--- config.mk ---
export PLATFORM = sky130hd
export DESIGN_NAME = ahbl_sram_slave_if
export DESIGN_NICKNAME = d
export VERILOG_FILES = /design/src/rtl/ahbl_sram_slave_if.sv
export SDC_FILE = /design/constraint.sdc
export NUM_CORES = 1
export LEC_CHECK = 0
export BUFFER_PORTS_ARGS = -buffer_cell sky130_fd_sc_hd__buf_2
export CAP_MARGIN = 40
export CORE_ASPECT_RATIO = 1.2
export CORE_UTILIZATION = 37
export DETAILED_ROUTE_END_ITERATION = 10
export HOLD_SLACK_MARGIN = 0.02
export PLACE_DENSITY = 0.78
export SYNTH_ARGS = -nofsm -noshare
export SYNTH_HDL_FRONTEND = slang
export SYNTH_SLANG_ARGS = --single-unit
--- constraint.sdc ---
create_clock -name HCLK -period 2.5 [get_ports HCLK]
set_clock_uncertainty 0.1 [all_clocks]
set_input_delay 0.125 -clock HCLK [delete_from_list [all_inputs] [get_ports HCLK]]
set_output_delay 0.125 -clock HCLK [all_outputs]
set_load 0.05 [all_outputs]
--- src/rtl/ahbl_sram_slave_if.sv ---
`default_nettype none
// ============================================================================
// Module   : ahbl_sram_slave_if
// Purpose  : AHB-Lite slave front-end for the LSRAM controller. It decodes
//            the AHB-Lite address phase and checks size and alignment. It
//            captures the address, size and direction of each transfer and
//            issues a one-cycle request to the SRAM controller. Wait states
//            are inserted until the controller acknowledges and read data is
//            valid. Illegal accesses and acknowledge timeouts are answered
//            with a two-cycle AHB ERROR response.
//
// Parameters:
//   MEM_AWIDTH  - width of the byte address handed to the SRAM controller
//   ACK_TIMEOUT - maximum cycles spent waiting for an acknowledge (1..255)
//   SYNC_RESET  - 1: HRESETN acts synchronously, 0: asynchronous
//
// Ports:
//   HCLK, HRESETN      - clock (rising edge), active-low reset
//   HSEL .. HREADYIN   - AHB-Lite slave inputs (HBURST is ignored)
//   HREADYOUT, HRESP   - AHB-Lite response (registered)
//   HRDATA             - read data, straight from sramahb_rdata
//   ahbsram_*          - request side towards the SRAM controller
//   sramahb_ack/rdata  - controller acknowledge and read data
//   BUSY               - controller busy, holds the request off
//
// Revision : 1.0 - initial release
// ============================================================================
module ahbl_sram_slave_if #(
   parameter int MEM_AWIDTH  = 19,
   parameter int ACK_TIMEOUT = 15,
   parameter bit SYNC_RESET  = 1'b0
) (
   input  logic                  HCLK,
   input  logic                  HRESETN,
   // AHB-Lite slave port
   input  logic                  HSEL,
   input  logic [31:0]           HADDR,
   input  logic [1:0]            HTRANS,
   input  logic                  HWRITE,
   input  logic [2:0]            HSIZE,
   input  logic [2:0]            HBURST,
   input  logic [31:0]           HWDATA,
   input  logic                  HREADYIN,
   output logic                  HREADYOUT,
   output logic [1:0]            HRESP,
   output logic [31:0]           HRDATA,
   // SRAM controller request side
   output logic                  ahbsram_req,
   output logic                  ahbsram_write,
   output logic [2:0]            ahbsram_size,
   output logic [MEM_AWIDTH-1:0] ahbsram_addr,
   output logic [31:0]           ahbsram_wdata,
   // SRAM controller response side
   input  logic                  sramahb_ack,
   input  logic [31:0]           sramahb_rdata,
   input  logic                  BUSY
);

   typedef enum logic [2:0] {
      S_IDLE     = 3'd0,
      S_REQ      = 3'd1,
      S_WAIT_ACK = 3'd2,
      S_DONE     = 3'd3,
      S_ERR1     = 3'd4,
      S_ERR2     = 3'd5
   } state_t;

   localparam logic [1:0] c_resp_okay   = 2'b00;
   localparam logic [1:0] c_resp_error  = 2'b01;
   localparam logic [8:0] c_ack_timeout = 9'(ACK_TIMEOUT);

   state_t                r_state;
   logic                  r_hreadyout;
   logic [1:0]            r_hresp;
   logic [7:0]            r_ack_cnt;
   logic                  r_write;
   logic [2:0]            r_size;
   logic [MEM_AWIDTH-1:0] r_addr;

   logic                  w_valid;
   logic                  w_legal;
   logic                  w_timeout;
   logic                  w_arst_n;
   logic                  w_srst;

   // ------------------------------------------------------------------------
   // Reset style selection. Only one of the two paths is ever live; the other
   // is tied to its inactive level so the register block below stays single.
   // ------------------------------------------------------------------------
   generate
      if (SYNC_RESET) begin : g_sync_reset
         assign w_arst_n = 1'b1;
         assign w_srst   = ~HRESETN;
      end else begin : g_async_reset
         assign w_arst_n = HRESETN;
         assign w_srst   = 1'b0;
      end
   endgenerate

   // Address phase qualification: HTRANS[1] covers NONSEQ and SEQ.
   assign w_valid = HSEL & HREADYIN & HTRANS[1];

   // Size / alignment legality of the current address phase.
   always_comb begin
      w_legal = 1'b0;
      case (HSIZE)
         3'b000:  w_legal = 1'b1;
         3'b001:  w_legal = ~HADDR[0];
         3'b010:  w_legal = (HADDR[1:0] == 2'b00);
         default: w_legal = 1'b0;
      endcase
   end

   // The counter holds the number of completed WAIT_ACK cycles; the current
   // cycle is the last allowed one when the count is about to reach the limit.
   assign w_timeout = (({1'b0, r_ack_cnt} + 9'd1) >= c_ack_timeout);

   // ------------------------------------------------------------------------
   // Transfer state machine. HREADYOUT/HRESP are registered together with the
   // next state so they change cleanly on the clock edge.
   // ------------------------------------------------------------------------
   always_ff @(posedge HCLK or negedge w_arst_n) begin
      if (!w_arst_n) begin
         r_state     <= S_IDLE;
         r_hreadyout <= 1'b1;
         r_hresp     <= c_resp_okay;
         r_ack_cnt   <= 8'd0;
         r_write     <= 1'b0;
         r_size      <= 3'd0;
         r_addr      <= '0;
      end else if (w_srst) begin
         r_state     <= S_IDLE;
         r_hreadyout <= 1'b1;
         r_hresp     <= c_resp_okay;
         r_ack_cnt   <= 8'd0;
         r_write     <= 1'b0;
         r_size      <= 3'd0;
         r_addr      <= '0;
      end else begin
         case (r_state)
            // States that present HREADYOUT=1 are the only ones that can
            // accept a new address phase.
            S_IDLE, S_DONE, S_ERR2: begin
               if (w_valid && w_legal) begin
                  r_state     <= S_REQ;
                  r_hreadyout <= 1'b0;
                  r_hresp     <= c_resp_okay;
                  r_addr      <= HADDR[MEM_AWIDTH-1:0];
                  r_size      <= HSIZE;
                  r_write     <= HWRITE;
               end else if (w_valid) begin
                  r_state     <= S_ERR1;
                  r_hreadyout <= 1'b0;
                  r_hresp     <= c_resp_error;
               end else begin
                  r_state     <= S_IDLE;
                  r_hreadyout <= 1'b1;
                  r_hresp     <= c_resp_okay;
               end
            end

            // The request pulse itself is decoded combinationally from this
            // state and BUSY, so leaving REQ guarantees a single-cycle pulse.
            S_REQ: begin
               if (!BUSY) begin
                  r_state   <= S_WAIT_ACK;
                  r_ack_cnt <= 8'd0;
               end
            end

            // An acknowledge on the final allowed cycle still wins over the
            // timeout.
            S_WAIT_ACK: begin
               r_ack_cnt <= r_ack_cnt + 8'd1;
               if (sramahb_ack) begin
                  r_state     <= S_DONE;
                  r_hreadyout <= 1'b1;
                  r_hresp     <= c_resp_okay;
               end else if (w_timeout) begin
                  r_state     <= S_ERR1;
                  r_hreadyout <= 1'b0;
                  r_hresp     <= c_resp_error;
               end
            end

            S_ERR1: begin
               r_state     <= S_ERR2;
               r_hreadyout <= 1'b1;
               r_hresp     <= c_resp_error;
            end

            default: begin
               r_state     <= S_IDLE;
               r_hreadyout <= 1'b1;
               r_hresp     <= c_resp_okay;
            end
         endcase
      end
   end

   // ------------------------------------------------------------------------
   // Output drive
   // ------------------------------------------------------------------------
   assign ahbsram_req   = (r_state == S_REQ) & ~BUSY;
   assign ahbsram_write = r_write;
   assign ahbsram_size  = r_size;
   assign ahbsram_addr  = r_addr;
   assign ahbsram_wdata = HWDATA;

   assign HREADYOUT     = r_hreadyout;
   assign HRESP         = r_hresp;
   assign HRDATA        = sramahb_rdata;

   // Inputs that carry no information for this slave.
   logic w_unused;
   assign w_unused = &{1'b0, HBURST, HTRANS[0], HADDR[31:MEM_AWIDTH]};

endmodule
`default_nettype wire

* Yosys cells after proc, flatten, opt, wreduce, memory -nomap -nowiden
Cells that the tools add are included.
** Storage, ports and cells
- Word-level logic and storage cells :: 54
- Output and inout port bits :: 91
- Input bits :: 111
- Flip-flop bits (word level) :: 37
** Cells by class
- Reductions and logical operators :: 10
- Bitwise operators :: 6
- Magnitude comparators :: 1
- Equality and inequality tests :: 9
- $add $sub $neg :: 2
- Muxes and demuxes :: 19
** Operator list (number)
- $pmux W8 S2 :: 1
- $mux W3 :: 5
- $pmux W3 S4 :: 1
- $add A8 B1 Y9 const B :: 1
- $eq A3 B2 Y1 const B :: 3
- $ge A9 B4 Y1 const B :: 1
- $add A8 B1 Y8 const B :: 1
- $mux W8 :: 1
- $pmux W2 S4 :: 1
- $reduce_and A2 Y1 :: 4
- $eq A3 B1 Y1 const B :: 2
- $eq A3 B3 Y1 const B :: 2
- $logic_not A3 Y1 :: 2
- $mux W1 :: 6
- $pmux W1 S3 :: 2
- $mux W2 :: 2
- $and A1 B1 Y1 :: 3
- $ne A3 B3 Y1 const B :: 1
- $not A1 Y1 :: 3
- $reduce_or A3 Y1 :: 1
- $logic_not A2 Y1 :: 1
- $ne A2 B2 Y1 const B :: 1
- $reduce_bool A2 Y1 :: 1
- $logic_and A1 B1 Y1 :: 1

* Logic depth before layout (Yosys ltp)
Gate-level depths: netlist of run 1.
- Word-level depth :: 5
- Depth in mapped cells :: 7
- Gate-level depth less buffers :: 7

* Least setup slack after synthesis of run 1
No wires, ideal clock.
- Kind :: reg-to-reg
- From :: reg r_state[1]
- To :: reg r_ack_cnt[5]
- Arrival :: 2.193 ns
- Clock period less this slack :: 2.428 ns
- Slack :: 0.072 ns
- Library setup time :: 0.135 ns
- Stages on the path, launching flop included :: 6
- Buffers on the path :: 0
- Required time :: 2.265 ns
- Cells stage by stage :: dfrtp_1 > or3b_2 > nor2_1 > nor2_1 > o21ai_0 > o41ai_1
** Between the ends
- Longest elaborated chain between the ends :: 3
- Elaborated cells on any way between the ends :: 6
- Classes of those cells :: eq/ne (3); mux (1); reduce/logical (2)
** Ends and longest elaborated chain
- from (decl) :: RTL line 72 : state_t r_state;
- from (signal assigned) :: RTL line 124 : r_state <= S_IDLE;
- from (signal assigned) :: RTL line 132 : r_state <= S_IDLE;
- from (signal assigned) :: RTL line 145 : r_state <= S_REQ;
- $eq A3 B1 Y1 / $eq A3 B2 Y1 (equally long branches) :: RTL line 140 : case (r_state)
- $ne A2 B2 Y1 (no line) / $reduce_bool A2 Y1 (equally long branches)
- $reduce_and A2 Y1 (no line)
- to (signal assigned) :: RTL line 174 : r_ack_cnt <= r_ack_cnt + 8'd1;
- to (decl) :: RTL line 75 : logic [7:0] r_ack_cnt;
Parallel ways exist; a longest one is shown, timed or not.
A chain may end at the register's enable or synchronous reset.

* Worst setup path in the final report of run 1
- From :: reg r_ack_cnt[0]
- To :: reg r_hresp[0] (netlist: HRESP[0])
** Between the ends
- Longest elaborated chain between the ends :: 4
** Ends and longest elaborated chain
- $add A8 B1 Y9 :: RTL line 116 : assign w_timeout = (({1'b0, r_ack_cnt} + 9'd1) >= c_ack_timeout);
- $ge A9 B4 Y1 :: RTL line 116
- $ne A3 B3 Y1 (no line)
- $reduce_and A2 Y1 (no line)
- to (signal assigned) :: RTL line 126 : r_hresp <= c_resp_okay;
- to (signal assigned) :: RTL line 134 : r_hresp <= c_resp_okay;
- to (signal assigned) :: RTL line 147 : r_hresp <= c_resp_okay;
- to (decl) :: RTL line 74 : logic [1:0] r_hresp;
Every way passes these cells.

==> results of run 1 <==
layout make-up:
type / instances / area (um2) / share of cell area
Clock buffer: 6 / 72.6 / 0.0301
Clock inverter: 2 / 35.0 / 0.0146
Sequential cell: 36 / 902 / 0.375
Inverter: 4 / 15.0 / 0.00624
Multi-Input combinational cell: 96 / 732 / 0.304
Timing Repair Buffer: 82 / 551 / 0.229
Tap cell: 80 / 100 / 0.0416
registers in the layout, summed over array words and instances (netlist names):
register	flops
ahbsram_size	3
ahbsram_addr	19
r_ack_cnt	8
r_state	3
HREADYOUT	1
HRESP	1
ahbsram_write	1
routing by layer:
layer / vias to the layer above / global-route usage
met3: 22 / 0.0364
met1: 715 / 0.144
li1: 677 / -
met4: 0 / 0.0856
met5: - / 0
met2: 92 / 0.245
placed cells by master (no fill, tap or decap), types with 2 or more instances in the layout:
master	count
xor2_1	3
mux2_2	20
o31ai_1	2
dfrtp_1	35
a31oi_1	3
nor3_1	2
buf_4	2
o41ai_1	2
nand2_1	9
nor2_1	10
buf_2	55
a311oi_1	2
nand3_1	2
and3_1	2
o22ai_1	2
o21ai_0	7
inv_1	4
ha_1	2
clkbuf_8	5
a21oi_1	3
nor2b_1	3
dlygate4sd3_1	24
o22a_1	2
mux2_1	2
worst register-to-register path, stage by stage (launching register included):
cell	delay, ns
dfrtp_1	0.46
ha_1	0.36
nand2_1	0.12
nor4b_1	0.33
o211ai_1	0.19
o31ai_2	0.36
mux2i_1	0.22
how the worst min path moves through the flow:
stage | to | slack (ns) | cells after the start
floorplan | HRESP[0] | -0.27 | 0
global placement | ahbsram_addr[3] | 0.15 | 1
detailed placement | ahbsram_addr[18] | 0.15 | 1
CTS | r_state[0] | 0.12 | 4
global route | ahbsram_wdata[15] | 0.15 | 0
finish | r_state[0] | 0.11 | 4
power groups by stage:
stage | combinational, mW | clock, mW | sequential, mW
2_1_floorplan | 0.692 | 0 | 1.62
3_3_place_gp | 1.37 | 0 | 0.961
3_5_place_dp | 1.39 | 0 | 0.978
4_1_cts | 1.42 | 0.515 | 0.967
5_1_grt | 1.51 | 0.533 | 1.01
6_report | 1.42 | 0.500 | 0.973
logic make-up (layout without fill, tap and decap cells):
| kind of cell | count (synthesis) | after routing | share of synthesized area |
|---|---|---|---|
| AO/OA/AOI/OAI | 32 | 32 | 0.107 |
| XOR/XNOR | 4 | 4 | 0.0161 |
| adder cells (fa/ha/maj) | 2 | 2 | 0.0115 |
| buffers and inverters | 75 | 94 | 0.249 |
| flip-flops | 36 | 36 | 0.415 |
| multiplexers | 23 | 23 | 0.119 |
| other | 1 | 1 | 0.00172 |
| AND/OR/NAND/NOR | 34 | 34 | 0.0817 |
==> impl_metrics.json, run 1 <==
{
  "nets": 338,
  "drv_slew": 0,
  "synthFlopType": "dfrtp_1",
  "power_frac_seq": 0.336,
  "required_ns": 2.61,
  "hpwl_mm": 2.75,
  "crit_type": "register to register",
  "numCtsBuffers": 5,
  "setup_violations": 0,
  "start_kind": "register",
  "dieHeight_um": 86.0,
  "synth_area_leader_cell": "dfrtp_1",
  "syn_area_per_cell_um2": 10.5,
  "synthTopCellsByArea": "dfrtp_1 40%, buf_4 22%, mux2_2 10%",
  "yosysSeqAreaShare": 0.415,
  "io_pins": 202,
  "cellPowerDensity_mw_per_mm2": 1200,
  "ys_warn_count": 0,
  "track_usage": 0.138,
  "cpPeakStageDelay_ns": 0.46,
  "clk_pin_slew_ns": 0.07,
  "synth_edf_count": 0,
  "wl_per_cell_um": 13.9,
  "wl_met3_um": 351,
  "max_slew_margin": 0.476,
  "power.internal_mw": 1.54,
  "leakagePower_nw": 1.16,
  "design.die.area_mm2": 0.00619,
  "synthToLayoutAreaGrowth_pct": 10.7,
  "grt_max_degree": 37,
  "whs_ns": 0.110,
  "drive_gt1_frac": 0.398,
  "grt_pass1_vias": 1488,
  "worst-r2r-cell-count": 6,
  "clock-sinks": 36,
  "critPathMaxFanout": 8,
  "finalHoldViolCount": 0,
  "rows": 30,
  "p_sw_frac": 0.468,
  "synth-async-reset-ratio": 1.00,
  "hp-class": "input port to register",
  "rsz0062_at_grt": "false",
  "wl_met1_mm": 1.67,
  "ant_nets": 0,
  "die-width_um": 72.0,
  "fmax_ghz": 0.449,
  "synth_common_cells": "65 x buf_4, 35 x dfrtp_1, 20 x mux2_2",
  "cts-root-buf": "clkbuf_8",
  "portBuffers": 55,
  "vdd_drop_max_uv": 500,
  "reg2reg_from": "r_ack_cnt[0]",
  "crit_start": "r_ack_cnt[0]",
  "drc_errors": 0,
  "place_area_mm2": 0.00206,
  "postCtsSetupBuffers": 0,
  "cts-resized-gates": 0,
  "yosysMostFrequentCell": "buf_4",
  "start_util": 0.384,
  "clk_latency_ns": 0.29,
  "syn_nets": 320,
  "hp-start": "BUSY",
  "worst_slack_ns": 0.272,
  "antennaDiodeCount": 0,
  "synth_seq_cells": 36,
  "pwr-share-comb": 0.491,
  "fillers": 489,
  "dr.pass1.iters": 4,
  "place_ws_ns": 0.390,
  "core_area_mm2": 0.00567,
  "cp-end-kind": "register",
  "dr.max_layer_used": "met4",
  "cap_viol_max_count": 0,
  "overflow": 0,
  "cts_buffer_depth": 2,
  "crit_buf_inv": 0,
  "setup_tns_ns": 0,
  "synth_cell_type_count": 42,
  "path_cells": "ha_1 > nand2_1 > nor4b_1 > o211ai_1 > o31ai_2 > mux2i_1",
  "syn_area_mm2": 0.00217,
  "dp_cells": 274,
  "cts_tree": "done",
  "r2r_slack_ns": 0.27,
  "drt_iter0_markers": 57,
  "utilization": 0.425,
  "clkPwrFrac": 0.173,
  "final_cells": 306,
  "crit_slowest_cell": "dfrtp_1",
  "crit_path_end": "HRESP[0]",
  "yosysTopAreaCellShare": 0.403,
  "status": "finished, final reports clean",
  "worstPathArrival_ns": 2.34,
  "h-tree-depth": 2,
  "critical_path.reg2reg.endpoint": "HRESP[0]",
  "cts_hold_buffers": 24,
  "net-switching-power_mw": 1.35,
  "total_power_mw": 2.90,
  "drt_wl_total_mm": 4.26,
  "finalCritPeriodShare": 0.891,
  "fin_crit_ns": 2.23,
  "path_depth": 6,
  "critPathTopFamily": "compound AO/OA/AOI/OAI gates",
  "antenna_found_initial": 0,
  "num_vias": 1506,
  "dr_wl_met2_mm": 2.12,
  "grt_pass1_wl_mm": 6.69,
  "worst_slew_pin_slew_ns": 0.786,
  "finalInstanceArea_mm2": 0.00241,
  "synthCells": 207,
  "gp_congestion": 0.780,
  "viasPerCell": 4.92
}
Power figures use the tool's default switching activity.
==> inputs of run 2 (changes only) <==
--- a/config.mk
+++ b/config.mk
@@ -7,11 +7,11 @@
 export LEC_CHECK = 0
 export BUFFER_PORTS_ARGS = -buffer_cell sky130_fd_sc_hd__buf_2
 export CAP_MARGIN = 40
-export CORE_ASPECT_RATIO = 1.2
-export CORE_UTILIZATION = 37
+export CORE_UTILIZATION = 38
+export CTS_BUF_LIST = sky130_fd_sc_hd__clkbuf_4
 export DETAILED_ROUTE_END_ITERATION = 10
 export HOLD_SLACK_MARGIN = 0.02
-export PLACE_DENSITY = 0.78
+export PLACE_DENSITY = 0.79
 export SYNTH_ARGS = -nofsm -noshare
 export SYNTH_HDL_FRONTEND = slang
 export SYNTH_SLANG_ARGS = --single-unit
==> impl_metrics.json, run 2 (synthesis gave the netlist of run 1 again) <==
{
  "cellPowerDensity_mw_per_mm2": 1150,
  "drc_errors": 0,
  "nets": 338,
  "design.die.area_mm2": 0.00603,
  "setup_tns_ns": 0,
  "fin_crit_ns": 2.19,
  "drt_iter0_markers": 61,
  "hp-class": "input port to register",
  "dr.pass1.iters": 4,
  "core_area_mm2": 0.00551,
  "vdd_drop_max_uv": 546,
  "die-width_um": 77.6,
  "cts-resized-gates": 0,
  "critPathMaxFanout": 8,
  "crit_slowest_cell": "dfrtp_1",
  "h-tree-depth": 2,
  "synthToLayoutAreaGrowth_pct": 7.13,
  "final_common_cell": "buf_2",
  "path_cells": "ha_1 > nand2_1 > nor4b_1 > o211ai_1 > o31ai_2 > mux2i_1",
  "power_frac_seq": 0.362,
  "postCtsSetupBuffers": 0,
  "clk_latency_ns": 0.33,
  "drive_gt1_frac": 0.394,
  "worstPathArrival_ns": 2.34,
  "pwr-share-comb": 0.527,
  "crit_type": "register to register",
  "clkPwrFrac": 0.111,
  "fmax_ghz": 0.458,
  "grt_pass1_wl_mm": 6.47,
  "place_area_mm2": 0.00204,
  "wl_per_cell_um": 13.2,
  "max_slew_margin": 0.492,
  "rows": 27,
  "cts_hold_buffers": 24,
  "drt_wl_total_mm": 3.92,
  "start_util": 0.395,
  "start_kind": "register",
  "cts_buffer_depth": 2,
  "viasPerCell": 4.93,
  "dieHeight_um": 77.6,
  "dr.max_layer_used": "met4",
  "cap_viol_max_count": 0,
  "worst_slew_pin_slew_ns": 0.761,
  "most-common-layout-cells": "55 x buf_2, 35 x dfrtp_1, 24 x dlygate4sd3_1",
  "cpPeakStageDelay_ns": 0.47,
  "drv_slew": 0,
  "cts-root-buf": "clkbuf_4",
  "power.internal_mw": 1.36,
  "seq_area_um2": 902,
  "antennaDiodeCount": 0,
  "setup_violations": 0,
  "fillers": 501,
  "gp_congestion": 0.816,
  "numCtsBuffers": 5,
  "grt_pass1_vias": 1483,
  "overflow": 0,
  "num_vias": 1470,
  "clock-sinks": 36,
  "finalCritPeriodShare": 0.874,
  "io_pins": 202,
  "finalHoldViolCount": 0,
  "wl_met3_um": 316,
  "finalInstanceArea_mm2": 0.00233,
  "whs_ns": 0.0706,
  "cp-end-kind": "register",
  "p_sw_frac": 0.493,
  "grt_max_degree": 37,
  "cts_tree": "done",
  "multiInputGateArea_um2": 732,
  "antenna_found_initial": 0,
  "place_ws_ns": 0.356,
  "wl_met1_mm": 1.53,
  "leakagePower_nw": 1.13,
  "track_usage": 0.135,
  "portBuffers": 55,
  "hpwl_mm": 2.53,
  "largest_reg_flops": 19,
  "dr_wl_met2_mm": 1.98,
  "worst_slack_ns": 0.314,
  "net-switching-power_mw": 1.32,
  "required_ns": 2.66,
  "status": "finished, final reports clean",
  "clk_pin_slew_ns": 0.11,
  "rsz0062_at_grt": "false",
  "ant_nets": 0
}
[run 2: worst paths after layout]
kind | from | end | slack, ns | cells after the start
worst min register to register | ahbsram_addr[2] | ahbsram_addr[2] | 0.40 | 1
min in group asynchronous | HRESETN | ahbsram_addr[12] | 0.30 | 2
worst max-delay path | r_ack_cnt[0] | HRESP[0] | 0.31 | 6
worst max register to register | r_ack_cnt[0] | HRESP[0] | 0.31 | 6
worst min-delay path | BUSY | r_state[0] | 0.07 | 4
max in group asynchronous | HRESETN | ahbsram_addr[15] | 1.51 | 2
[run 2: through the flow]
step,instances,utilization,power (mW)
floorplan,207,-,2.31
global placement,266,0.370,2.32
detailed placement,266,0.370,2.36
CTS,298,0.423,2.69
global route,298,0.423,2.84
finish,298,0.423,2.68
[run 2: cell type report]
cell class / instances / area share
Sequential cell: 36 / 0.387
Tap cell: 72 / 0.0387
Inverter: 4 / 0.00644
Clock buffer: 6 / 0.0193
Timing Repair Buffer: 82 / 0.231
Clock inverter: 2 / 0.00322
Multi-Input combinational cell: 96 / 0.314
[run 2: metal layers]
layer | vias to the layer above | GRT usage
li1 | 678 | -
met1 | 699 | 0.142
met2 | 74 | 0.245
met3 | 19 | 0.0294
met4 | 0 | 0.0811
met5 | - | 0
[run 2: critical path: cells and delay by family, from the launching register on]
family / cells / cell delay [ns]
mux: 1 / 0.24
fa+ha+maj: 1 / 0.35
flops: 1 / 0.47
simple gates: 2 / 0.42
compound gates: 2 / 0.54
[run 2: power by group through the flow]
stage	Sequential [mW]	Combinational (mW)	Clock (mW)
2_1_floorplan	1.62	0.692	0
3_3_place_gp	0.963	1.36	0
3_5_place_dp	0.979	1.38	0
4_1_cts	0.966	1.41	0.310
5_1_grt	1.01	1.49	0.337
6_report	0.969	1.41	0.297
==> inputs of run 3 (changes only) <==
--- a/config.mk
+++ b/config.mk
@@ -6,12 +6,13 @@
 export NUM_CORES = 1
 export LEC_CHECK = 0
 export BUFFER_PORTS_ARGS = -buffer_cell sky130_fd_sc_hd__buf_2
-export CAP_MARGIN = 40
-export CORE_UTILIZATION = 38
+export CORE_ASPECT_RATIO = 1.2
+export CORE_UTILIZATION = 35
 export CTS_BUF_LIST = sky130_fd_sc_hd__clkbuf_4
 export DETAILED_ROUTE_END_ITERATION = 10
+export GPL_TIMING_DRIVEN = 0
 export HOLD_SLACK_MARGIN = 0.02
-export PLACE_DENSITY = 0.79
+export PLACE_DENSITY = 0.77
 export SYNTH_ARGS = -nofsm -noshare
 export SYNTH_HDL_FRONTEND = slang
 export SYNTH_SLANG_ARGS = --single-unit
==> constraint.sdc (replaced) <==
create_clock -name HCLK -period 1.9 [get_ports HCLK]
set_clock_uncertainty 0.1 [all_clocks]
set_input_delay 0.095 -clock HCLK [delete_from_list [all_inputs] [get_ports HCLK]]
set_output_delay 0.095 -clock HCLK [all_outputs]
set_load 0.05 [all_outputs]
==> impl_metrics.json, run 3 (synthesis gave the netlist of run 1 again) <==
{
  "status": "finished with violations",
  "violations": "negative setup slack",
  "fin_crit_ns": 2.00,
  "h-tree-depth": 2,
  "total_power_mw": 4.53,
  "r2r_slack_ns": -0.10,
  "dr.max_layer_used": "met4",
  "worst-r2r-cell-count": 7,
  "design.die.area_mm2": 0.00653,
  "grt_pass1_wl_mm": 7.47,
  "clk_latency_ns": 0.34,
  "crit_type": "register to register",
  "fmax_ghz": 0.499,
  "drt_iter0_markers": 45,
  "reg2reg_from": "r_state[0]",
  "nets": 485,
  "grt_max_degree": 37,
  "drc_errors": 0,
  "path_common_cell": "nor3_4",
  "synthToLayoutAreaGrowth_pct": 63.2,
  "hp-start": "HSIZE[2]",
  "cts_buffer_depth": 2,
  "overflow": 0,
  "whs_ns": 0.102,
  "max_slew_margin": 0.475,
  "min_path_cells": 4,
  "portBuffers": 119,
  "path_cells": "nor2b_4 > nor3_4 > o2111ai_4 > nor3_4 > buf_6 > clkbuf_16 > mux2_2",
  "antennaDiodeCount": 0,
  "worstPathArrival_ns": 2.12,
  "utilization": 0.590,
  "num_vias": 2024,
  "drive_gt1_frac": 0.694,
  "critical_path.reg2reg.endpoint": "ahbsram_addr[6]",
  "place_area_mm2": 0.00289,
  "drt_wl_total_mm": 5.65,
  "start_kind": "register",
  "finalInstanceArea_mm2": 0.00355,
  "viasPerCell": 4.45,
  "critPathMaxFanout": 5,
  "wl_per_cell_um": 12.4,
  "core_area_mm2": 0.00601,
  "fillers": 484,
  "wl_met3_um": 523,
  "cap_viol_max_count": 0,
  "rsz0062_at_grt": "true",
  "io_pins": 202,
  "hp-class": "input port to register",
  "largest_reg_flops": 19,
  "dr_wl_met2_mm": 2.95,
  "dieHeight_um": 88.3,
  "cp-end-kind": "register",
  "worst_hold_path.endpoint": "r_state[2]",
  "worst_slack_ns": -0.105,
  "most-common-layout-cells": "118 x buf_2, 75 x buf_4, 29 x dfrtp_1",
  "worst_slew_pin_slew_ns": 0.787,
  "ant_nets": 0,
  "dr.pass1.iters": 4,
  "final_common_cell": "buf_2",
  "vdd_drop_max_uv": 698,
  "die-width_um": 74.0,
  "cpPeakStageDelay_ns": 0.45,
  "gp_congestion": 0.830,
  "clk_pin_slew_ns": 0.12,
  "crit_slowest_cell": "dfrtp_2",
  "drv_slew": 0,
  "track_usage": 0.147,
  "numCtsBuffers": 5,
  "setup_violations": 24,
  "grt_pass1_vias": 1746,
  "cellPowerDensity_mw_per_mm2": 1280,
  "crit_start": "r_state[0]",
  "start_util": 0.362,
  "finalHoldViolCount": 0,
  "rows": 31,
  "hpwl_mm": 3.55,
  "cts_tree": "done",
  "cts-root-buf": "clkbuf_4",
  "required_ns": 2.02,
  "leakagePower_nw": 1.85,
  "wl_met1_mm": 2.13,
  "clock-sinks": 36,
  "antenna_found_initial": 0,
  "finalCritPeriodShare": 1.06,
  "setup_tns_ns": -1.51
}
## run 3: what timing repair did
action                                 4_1_cts  5_1_grt
resized for setup                           21       34
setup endpoints to repair                   26       31
pin swaps                                    9        9
buffers inserted                            13        3
hold buffers                                25        0
gates cloned                                 1        1
endpoints found under the hold margin       62        0
## run 3: stage by stage
step / setup slack, ns / std cells
2_1_floorplan: 0.00238 / 207
3_3_place_gp: -0.161 / 408
5_1_grt: -0.187 / 455
6_report: -0.105 / 455
3_5_place_dp: -0.235 / 408
4_1_cts: -0.135 / 454
## run 3: worst max path at each step
| stage | end | cells after the start |
|---|---|---|
| final | ahbsram_addr[6] | 7 |
| after global routing | ahbsram_addr[9] | 7 |
| after CTS | ahbsram_addr[4] | 7 |
| after detailed placement | HRESP[0] | 7 |
| after global placement | HRESP[0] | 7 |
| after floorplan | r_ack_cnt[5] | 5 |
## run 3: report_power, final
part	internal, mW	switching (mW)
clock	0.274	0.262
sequential	1.08	0.229
combinational	0.966	1.72
## run 3: critical path, delay by kind of cell, from the launching register on
family / cells / cell delay, ns
simple gates: 3 / 0.54
flops: 1 / 0.45
mux: 1 / 0.33
buf+inv: 2 / 0.29
compound gates: 1 / 0.17
## run 3: final cells by class
cell class,count,area (um2),area share
sequential,36,910,0.256
multi-input combinational,96,898,0.253
buffer,68,522,0.147
inverter,4,17.5,0.00493
tap,82,103,0.0289
timing repair buffer,161,1020,0.287
clock buffer,5,37.5,0.0106
clock inverter,3,42.5,0.0120
## run 3: metal layers
metal	global-route usage	vias to the layer above
li1	-	976
met1	0.146	930
met2	0.288	111
met3	0.0456	7
met4	0.0367	0
met5	0	-
